### config.mk
export PLATFORM = sky130hd
export DESIGN_NAME = id_ex_ctrl_pipe_flat
export DESIGN_NICKNAME = d
export VERILOG_FILES = /design/src/rtl/id_ex_ctrl_pipe_if.sv /design/src/rtl/id_ex_ctrl_pipe.sv /design/src/flat_wrapper.sv
export SDC_FILE = /design/constraint.sdc
export NUM_CORES = 1
export LEC_CHECK = 0
export CORE_ASPECT_RATIO = 0.9
export CORE_MARGIN = 3
export CORE_UTILIZATION = 40
export CTS_BUF_LIST = sky130_fd_sc_hd__clkbuf_16
export DETAILED_ROUTE_END_ITERATION = 8
export GPL_TIMING_DRIVEN = 0
export HOLD_SLACK_MARGIN = 0.15
export PLACE_DENSITY = 0.77
export SETUP_SLACK_MARGIN = 0.05
export SYNTH_ARGS = -nofsm -noshare
export SYNTH_HDL_FRONTEND = slang
export SYNTH_SLANG_ARGS = --single-unit
### constraint.sdc
create_clock -name clk -period 3.8 [get_ports clk]
set_input_delay 0.76 -clock clk [delete_from_list [all_inputs] [get_ports clk]]
set_output_delay 0.76 -clock clk [all_outputs]
set_load 0.02 [all_outputs]
### src/rtl/id_ex_ctrl_pipe_if.sv
// id_ex_ctrl_pipe_if: decode-side and execute-side handshake bundle for the ID/EX boundary.
interface id_ex_ctrl_pipe_if #(
  parameter int EXEC_CMD_W = 4,
  parameter int DATA_W     = 32,
  parameter int REG_W      = 4
);
  logic                  in_valid;
  logic                  in_ready;
  logic [EXEC_CMD_W-1:0] in_cmd;
  logic [5:0]            in_ctrl;
  logic [DATA_W-1:0]     in_pc;
  logic [DATA_W-1:0]     in_rn;
  logic [DATA_W-1:0]     in_rm;
  logic [REG_W-1:0]      in_dest;
  logic [3:0]            in_cond;
  logic [3:0]            status;
  logic                  flush;
  logic                  out_valid;
  logic                  out_ready;
  logic [EXEC_CMD_W-1:0] out_cmd;
  logic [5:0]            out_ctrl;
  logic [DATA_W-1:0]     out_pc;
  logic [DATA_W-1:0]     out_rn;
  logic [DATA_W-1:0]     out_rm;
  logic [REG_W-1:0]      out_dest;
  modport master (
    output in_valid, in_cmd, in_ctrl, in_pc, in_rn, in_rm, in_dest, in_cond, status, flush, out_ready,
    input  in_ready, out_valid, out_cmd, out_ctrl, out_pc, out_rn, out_rm, out_dest
  );
  modport slave (
    input  in_valid, in_cmd, in_ctrl, in_pc, in_rn, in_rm, in_dest, in_cond, status, flush, out_ready,
    output in_ready, out_valid, out_cmd, out_ctrl, out_pc, out_rn, out_rm, out_dest
  );
endinterface

### src/rtl/id_ex_ctrl_pipe.sv
// id_ex_ctrl_pipe: 2-entry skid buffer between decode and execute with flush.
// Define ID_EX_COND_SQUASH_EN to zero ctrl of bundles whose condition fails at accept.
module id_ex_ctrl_pipe #(
  parameter int EXEC_CMD_W = 4,
  parameter int DATA_W     = 32,
  parameter int REG_W      = 4
) (
  input logic clk,
  input logic rst,
  id_ex_ctrl_pipe_if.slave bus
);
  typedef enum logic [1:0] {EMPTY, ONE, TWO} state_t;
  typedef struct packed {
    logic [EXEC_CMD_W-1:0] cmd;
    logic [5:0]            ctrl;
    logic [DATA_W-1:0]     pc;
    logic [DATA_W-1:0]     rn;
    logic [DATA_W-1:0]     rm;
    logic [REG_W-1:0]      dest;
  } bundle_t;
  state_t  r_state, w_next;
  bundle_t r_main, r_skid, w_in;
  logic    r_in_ready, w_acc, w_emt, w_out_valid, w_cond_ok;
`ifdef ID_EX_COND_SQUASH_EN
  logic w_n, w_z, w_c, w_v, w_base;
  assign {w_n, w_z, w_c, w_v} = bus.status;
  // odd codes are the negation of the preceding even code; 111x always passes
  always_comb begin
    case (bus.in_cond[3:1])
      3'd0:    w_base = w_z;
      3'd1:    w_base = w_c;
      3'd2:    w_base = w_n;
      3'd3:    w_base = w_v;
      3'd4:    w_base = w_c & !w_z;
      3'd5:    w_base = w_n == w_v;
      3'd6:    w_base = !w_z & (w_n == w_v);
      default: w_base = 1'b1;
    endcase
    w_cond_ok = (bus.in_cond[3:1] == 3'd7) | (w_base ^ bus.in_cond[0]);
  end
`else
  assign w_cond_ok = 1'b1;
`endif
  assign w_in        = {bus.in_cmd, w_cond_ok ? bus.in_ctrl : 6'd0, bus.in_pc, bus.in_rn, bus.in_rm, bus.in_dest};
  assign w_out_valid = r_state != EMPTY;
  assign w_acc       = bus.in_valid & r_in_ready;
  assign w_emt       = w_out_valid & bus.out_ready;
  always_comb begin
    w_next = r_state;
    case (r_state)
      EMPTY:   w_next = w_acc ? ONE : EMPTY;
      ONE:     w_next = (w_acc & !w_emt) ? TWO : (!w_acc & w_emt) ? EMPTY : ONE;
      default: w_next = w_emt ? ONE : TWO;
    endcase
  end
  // flush wins over accept/emit; only valid state and ctrl need clearing
  always_ff @(posedge clk or negedge rst) begin
    if (!rst) begin
      r_state    <= EMPTY;
      r_in_ready <= 1'b0;
      r_main     <= '0;
      r_skid     <= '0;
    end else if (bus.flush) begin
      r_state     <= EMPTY;
      r_in_ready  <= 1'b1;
      r_main.ctrl <= '0;
      r_skid.ctrl <= '0;
    end else begin
      r_state    <= w_next;
      r_in_ready <= w_next != TWO;
      if (r_state == TWO ? w_emt : (w_acc & ((r_state == EMPTY) | w_emt)))
        r_main <= (r_state == TWO) ? r_skid : w_in;
      if ((r_state == ONE) & w_acc & !w_emt)
        r_skid <= w_in;
    end
  end
  assign bus.in_ready  = r_in_ready;
  assign bus.out_valid = w_out_valid;
  assign bus.out_cmd   = r_main.cmd;
  assign bus.out_ctrl  = w_out_valid ? r_main.ctrl : 6'd0;
  assign bus.out_pc    = r_main.pc;
  assign bus.out_rn    = r_main.rn;
  assign bus.out_rm    = r_main.rm;
  assign bus.out_dest  = r_main.dest;
endmodule

### src/flat_wrapper.sv
// flat-port wrapper written by rule: the top's interface ports become plain ports
module id_ex_ctrl_pipe_flat 
#(
  parameter int EXEC_CMD_W = 4,
  parameter int DATA_W     = 32,
  parameter int REG_W      = 4
)
  (clk, rst, bus_in_valid, bus_in_cmd, bus_in_ctrl, bus_in_pc, bus_in_rn, bus_in_rm, bus_in_dest, bus_in_cond, bus_status, bus_flush, bus_out_ready, bus_in_ready, bus_out_valid, bus_out_cmd, bus_out_ctrl, bus_out_pc, bus_out_rn, bus_out_rm, bus_out_dest);
  id_ex_ctrl_pipe_if #(.EXEC_CMD_W(EXEC_CMD_W), .DATA_W(DATA_W), .REG_W(REG_W)) bus_i ();
  input logic clk;
  input logic rst;
  input wire logic [$bits(bus_i.in_valid)-1:0] bus_in_valid;
  input wire logic [$bits(bus_i.in_cmd)-1:0] bus_in_cmd;
  input wire logic [$bits(bus_i.in_ctrl)-1:0] bus_in_ctrl;
  input wire logic [$bits(bus_i.in_pc)-1:0] bus_in_pc;
  input wire logic [$bits(bus_i.in_rn)-1:0] bus_in_rn;
  input wire logic [$bits(bus_i.in_rm)-1:0] bus_in_rm;
  input wire logic [$bits(bus_i.in_dest)-1:0] bus_in_dest;
  input wire logic [$bits(bus_i.in_cond)-1:0] bus_in_cond;
  input wire logic [$bits(bus_i.status)-1:0] bus_status;
  input wire logic [$bits(bus_i.flush)-1:0] bus_flush;
  input wire logic [$bits(bus_i.out_ready)-1:0] bus_out_ready;
  output wire logic [$bits(bus_i.in_ready)-1:0] bus_in_ready;
  output wire logic [$bits(bus_i.out_valid)-1:0] bus_out_valid;
  output wire logic [$bits(bus_i.out_cmd)-1:0] bus_out_cmd;
  output wire logic [$bits(bus_i.out_ctrl)-1:0] bus_out_ctrl;
  output wire logic [$bits(bus_i.out_pc)-1:0] bus_out_pc;
  output wire logic [$bits(bus_i.out_rn)-1:0] bus_out_rn;
  output wire logic [$bits(bus_i.out_rm)-1:0] bus_out_rm;
  output wire logic [$bits(bus_i.out_dest)-1:0] bus_out_dest;
  assign bus_i.in_valid = bus_in_valid;
  assign bus_i.in_cmd = bus_in_cmd;
  assign bus_i.in_ctrl = bus_in_ctrl;
  assign bus_i.in_pc = bus_in_pc;
  assign bus_i.in_rn = bus_in_rn;
  assign bus_i.in_rm = bus_in_rm;
  assign bus_i.in_dest = bus_in_dest;
  assign bus_i.in_cond = bus_in_cond;
  assign bus_i.status = bus_status;
  assign bus_i.flush = bus_flush;
  assign bus_i.out_ready = bus_out_ready;
  assign bus_in_ready = bus_i.in_ready;
  assign bus_out_valid = bus_i.out_valid;
  assign bus_out_cmd = bus_i.out_cmd;
  assign bus_out_ctrl = bus_i.out_ctrl;
  assign bus_out_pc = bus_i.out_pc;
  assign bus_out_rn = bus_i.out_rn;
  assign bus_out_rm = bus_i.out_rm;
  assign bus_out_dest = bus_i.out_dest;
  id_ex_ctrl_pipe #(.EXEC_CMD_W(EXEC_CMD_W), .DATA_W(DATA_W), .REG_W(REG_W)) u_core (.clk(clk), .rst(rst), .bus(bus_i));
endmodule
Yosys cells after proc, flatten, opt, wreduce, memory -nomap -nowiden
Index checks and enable logic that the tools add are counted.

word-level totals
  memories kept = 0
  RAM bits = 0
  logic and storage cells = 48
  bits in latches = 0
  input port bits = 123
  flip-flop bits (word level) = 223
  output and inout port bits = 112
  memory bits (read-only) = 0

operators by class
  bitwise gates (word level) = 9
  $mul = 0
  equality and inequality tests = 3
  shift-type cells = 0
  $lt $le $gt $ge = 0
  reductions and logical operators = 8
  divide/modulo/power cells = 0
  muxes and demuxes = 14
  add/sub/neg operators = 0

operators by type and width
  kind                                           count
  2-to-1 mux 106 bit                             2
  2-to-1 mux 110 bit                             1
  2-to-1 mux 6 bit                               3
  AND 1 bit                                      7
  2-to-1 mux 2 bit                               3
  nonzero test 2 bit                             3
  2-to-1 mux 1 bit                               4
  case mux 2 bit (2 select lines)                1
  AND reduction 2 bit                            2
  == test 2 x 1 -> 1 bit, second input constant  1
  == test 2 bit, second input constant           1
  zero test 1 bit                                2
  zero test 2 bit                                1
  inequality test 2 bit, second input constant   1
  inverter 1 bit                                 1
  OR 1 bit                                       1

Longest topological paths before layout
  depth after elaboration = 8
  depth in mapped cells = 7
  gate-level depth less buffers = 7

Least setup slack after synthesis
OpenSTA, ideal clock, no wires.

  kind = input-to-reg
  start point = in bus_in_valid
  end point = reg u_core.r_main (netlist bit u_core.bus.out_pc[10])
  setup slack = 1,806 ps
  required time = 3,675 ps
  stages = 7
  library setup time = 125 ps
  data arrival time = 1,869 ps
  buffers on the path = 2
  path through = nand2_1 inv_1 o21ai_1 a21oi_2 buf_8 buf_12 mux2_4

on the way
  longest elaborated chain between the ends = 4

RTL lines
  item                                  line                   source
  from (decl)                           flat_wrapper.sv:12     input wire logic [$bits(bus_i.in_valid)-1:0] bus_in_valid;
  AND 1 bit                             id_ex_ctrl_pipe.sv:46  assign w_acc = bus.in_valid & r_in_ready;
  AND 1 bit                             id_ex_ctrl_pipe.sv:71  if (r_state == TWO ? w_emt : (w_acc & ((r_state == EMPTY) | w_emt)))
  2-to-1 mux 1 bit                      id_ex_ctrl_pipe.sv:71
  AND reduction 2 bit (no source line)  -
  to (signal assigned)                  id_ex_ctrl_pipe.sv:72  r_main <= (r_state == TWO) ? r_skid : w_in;
  to (decl)                             id_ex_ctrl_pipe.sv:22  bundle_t r_main, r_skid, w_in;

No other way between the ends.
A chain may end at the register's enable or synchronous reset.

Final worst setup path
  start point = reg u_core.r_state[0]
  end point = out bus_out_valid

on the way
  longest elaborated chain between the ends = 1

RTL lines
  item                    line                   source
  from (decl)             id_ex_ctrl_pipe.sv:21  state_t r_state, w_next;
  from (signal assigned)  id_ex_ctrl_pipe.sv:69  r_state <= w_next;
  nonzero test 2 bit      id_ex_ctrl_pipe.sv:45  assign w_out_valid = r_state != EMPTY;
  to (decl)               flat_wrapper.sv:24     output wire logic [$bits(bus_i.out_valid)-1:0] bus_out_valid;

No other way between the ends.

==> metrics.md <==
| Metric | Value |
|---|---|
| Outcome | finished clean |
| Final setup viols | 0 |
| Slowest CP cell | sky130_fd_sc_hd__clkdlybuf4s50_1 |
| Worst vdd ir | ~0.00029 V |
| Pins over their slew limit | 0 |
| Commonest non-fill, non-tap cells in the layout | 225 x sky130_fd_sc_hd__clkdlybuf4s50_1, 223 x sky130_fd_sc_hd__dfrtp_1, 210 x sky130_fd_sc_hd__mux2_2 |
| Data arrival time at the worst-slack endpoint | about 2 ns |
| Length of the first detailed-routing pass in iterations | 4 |
| Final routed wire length divided by cell count | roughly 18 um |
| Setup repair bufs after CTS | 0 |
| Post-DP Area | roughly 0.014 mm2 |
| Cell-by-cell trace of the critical path | nor2_2 -> inv_1 -> clkdlybuf4s50_1 |
| Clock period minus final worst setup slack | ~2.7 ns |
| Remaining antenna violation count | 0 |
| Cell types occupying the most area after synthesis | sky130_fd_sc_hd__dfrtp_1 51%, sky130_fd_sc_hd__mux2_2 22%, sky130_fd_sc_hd__mux2_4 13% |
| Maximum number of pins on one net before global-route repair | 116 |
| Number of clock sinks seen by CTS | 223 |
| Vias | about 6,300 |
| Class of the most critical setup path | reg -> out |
| Total global routing overflow | 0 |
| Mapped Nets | 847 |
| Max transition margin | about two fifths |
| Switch share | 27.18% |
| Layout filler cell count | about 2,200 |
| Total of hold buffers inserted after clock tree synthesis | 0 |
| Overall Global Routing Usage | between 10% and 20% |
| Source-to-sink clock delay at the later pin of the worst-skew pair | between 0.5 and 0.6 ns |
| Yosys cell types | 27 |
| Largest driver fanout on the critical path | 8 |
| Power spent charging and discharging nets | 2252 uW |
| Pwr dens | 575.0 mW/mm2 |
| CP bufs+invs | 2 |
| Vias in the first global route | 6,926 |
| Commonest non-fill, non-tap cell in the layout | sky130_fd_sc_hd__clkdlybuf4s50_1 |
| Placed Cells | ~1,300 |
| Post-route non-filler standard cell count | between 1,000 and 1,500 |
| Number of I/O port buffers | approximately 230 |
| Type of element capturing the critical path | primary output |
| Post-CTS resize count | 0 |
| Layout cell share with drive strength beyond 1 | 48.23% |
| Actual slew at the worst max-slew pin | 0.8726 ns |
| Count of warnings emitted by yosys | 0 |
| Worst slack at placement | between 0.9 and 1 ns |
| Final worst slack | ~1.1 ns |
| Internal power summed over all cells | just over 6000 uW |
| Area of the multi-input gates | approximately 0.0042 mm2 |
| Final net count | around 1,100 |
| Total Die Area | ~0.029 mm2 |
| Number of buffers created by CTS | 24 |
| Maximum clock path buffer count | 3 |
| Proportion of synthesized chip area in sequential cells | 50.90% |
| Number of antenna violations at the first check in global routing | 0 |
| Number of failing hold endpoints at the final stage | 0 |
| Clock Tree Root | sky130_fd_sc_hd__clkbuf_16 |
| Number of DRC markers in iteration 0 | 226 |
| Gp weighted congestion | 0.7206 |
| Worst-case clock skew | approximately 0.015 ns |
| Power share of the clock group | a little over a quarter |
| Maximum clock frequency | 367.6 MHz |
| Unrepaired setup endpoints after global routing | false |
| Data required time of the worst path | roughly 3.0 ns |
| DRC violations left | 0 |
| Antenna Diode Count | 0 |
| Number of placed I/O pins | ~240 |
| DP Wirelength | around 16,000 um |
| Core region area | approximately 0.026 mm2 |
| Avg Cell Area, Syn | roughly 15 um2 |
| Post-synthesis cell count | approximately 720 |
| Startpoint Class | flop |
| Die width | 180.5 um |
| Vias per cell | 4.728 |
| Number of levels in the clock H-tree | 1 |
| Crit share post-route | 71.60% |
| Leak | 0.006387 uW |
| First-pass GRT wire length | ~38,000 um |
| Max-capacitance violation count | 0 |
| Combinational group share of total power | between 30% and 40% |
| Share of Yosys cell area claimed by the top area cell type | just over 50% |
| Biggest cell delay along the critical path | 0.60 ns |
| Area growth from synthesis to final layout | 31.42% |
| Largest area contributor in the netlist | sky130_fd_sc_hd__dfrtp_1 |
| Min-delay worst type | in -> async |
| Flop pwr share | between 40% and 50% |
| Clock tree from TritonCTS | built |
| Placement row count | 56 |
| Effective utilization at floorplan | about two fifths |
| Clock-pin slew reported for the worst setup and hold paths after clock tree synthesis | roughly 0.060 ns |
| Total length of routed wires | 23,560 um |
| Yosys reg bits | about 220 |
| Crit path max-delay family | buffers and inverters |
| FF/Latch Area | ~0.0056 mm2 |
| Vertical die dimension | 163.1 um |
| Area of the mapped netlist | about 0.011 mm2 |
| Cell area after layout | ~0.014 mm2 |
[flip-flops by register name, indices dropped and copies added (netlist names)]
| register | flops |
|---|---|
| u_core.r_skid | 110 |
| u_core.bus.out_pc | 32 |
| u_core.bus.out_rm | 32 |
| u_core.bus.out_rn | 32 |
| u_core.r_main | 6 |
| u_core.bus.out_cmd | 4 |
| u_core.bus.out_dest | 4 |
| u_core.r_state | 2 |
| u_core.bus.in_ready | 1 |
[kinds of logic after synthesis]
| group | synth area share [%] |
|---|---|
| AOI/OAI and AO/OA | 1.301 |
| adders and majority gates | 0.1141 |
| buffers and inverters | 10.77 |
| DFF | 50.90 |
| muxes | 35.88 |
| and+or+nand+nor | 1.038 |
[layer usage]
layer / vias up / GRT usage [%] / share of wire, %
met4: 0 / 3.139 / 2.0
li1: 2938 / - / -
met3: 37 / 3.696 / 5.3
met2: 158 / 25.98 / 46
met1: 3198 / 22.06 / 46
met5: - / 0 / 0
[Yosys cell counts]
| cell type | number |
|---|---|
| sky130_fd_sc_hd__nand2_1 | 3 |
| sky130_fd_sc_hd__dfrtp_1 | 223 |
| sky130_fd_sc_hd__inv_1 | 3 |
| sky130_fd_sc_hd__buf_2 | 5 |
| sky130_fd_sc_hd__buf_4 | 124 |
| sky130_fd_sc_hd__buf_12 | 9 |
| sky130_fd_sc_hd__a22o_1 | 12 |
| sky130_fd_sc_hd__a21oi_1 | 1 |
| sky130_fd_sc_hd__nor2_1 | 3 |
| sky130_fd_sc_hd__mux2_4 | 94 |
| sky130_fd_sc_hd__nor2b_2 | 1 |
| sky130_fd_sc_hd__nor2_2 | 1 |
| sky130_fd_sc_hd__o21ai_1 | 1 |
| sky130_fd_sc_hd__and3b_1 | 1 |
| sky130_fd_sc_hd__mux2_2 | 210 |
| sky130_fd_sc_hd__a211oi_1 | 1 |
| sky130_fd_sc_hd__buf_8 | 2 |
| sky130_fd_sc_hd__nor3_1 | 1 |
| sky130_fd_sc_hd__nor4_2 | 1 |
| sky130_fd_sc_hd__nand2b_1 | 1 |
| sky130_fd_sc_hd__a21oi_2 | 1 |
| sky130_fd_sc_hd__buf_1 | 1 |
| sky130_fd_sc_hd__mux2_1 | 14 |
| sky130_fd_sc_hd__o21ai_0 | 1 |
| sky130_fd_sc_hd__ha_1 | 1 |
| sky130_fd_sc_hd__nor2b_1 | 7 |
| sky130_fd_sc_hd__a31oi_1 | 1 |
[worst reg2reg max path, delay by kind of cell, from the launching register on]
kind            cells  cell delay, ns
mux                 1            0.31
compound gates      1            0.19
buf+inv             2            0.47
simple gates        2            0.43
flops               1            0.44
[worst paths after layout]
| kind | depth (start not counted) | endpoint | startpoint | slack [ns] |
|---|---|---|---|---|
| worst min register to register | 1 | u_core.r_skid[24]$_DFFE_PN0P_ | u_core.r_skid[24]$_DFFE_PN0P_ | 0.48 |
| worst max register to register | 6 | u_core.bus.out_rm[23]$_DFFE_PN0P_ | u_core.r_state[0]$_DFF_PN0_ | 1.84 |
| max in group asynchronous | 2 | u_core.bus.out_pc[7]$_DFFE_PN0P_ | rst | 2.46 |
| min in group clk | 1 | u_core.r_skid[24]$_DFFE_PN0P_ | u_core.r_skid[24]$_DFFE_PN0P_ | 0.48 |
| worst max-delay path | 3 | bus_out_valid | u_core.r_state[0]$_DFF_PN0_ | 1.08 |
| worst min-delay path | 1 | u_core.r_skid[51]$_DFFE_PN0P_ | rst | 0.28 |
[cell type report]
type / count / area share, %
Sequential cell: 223 / 38.73
Clock buffer: 25 / 4.342
Buffer: 141 / 8.119
Clock inverter: 16 / 0.6165
Timing Repair Buffer: 227 / 15.93
Multi-Input combinational cell: 356 / 29.17
Tap cell: 348 / 3.022
Inverter: 3 / 0.07815
[power groups by stage]
stage,combinational [uW],sequential [uW],clock (uW)
after CTS,2740,3430,2230
final,2700,3430,2150
after global placement,2670,3430,0
after global routing,2880,3520,2330
after detailed placement,2730,3460,0
after floorplan,1820,3340,0
[through the flow]
stage               TNS (ns)  hold WS, ns  total power, uW  utilization (%)
floorplan                  0       0.4522             5166                -
global placement    -1745.64       0.4610             6106            51.58
detailed placement         0       0.4720             6188            51.71
CTS                        0       0.3302             8406            54.40
global route               0       0.3479             8728            54.40
finish                     0       0.2793             8285            54.40
Note: power is estimated with default switching activity, not from simulation.
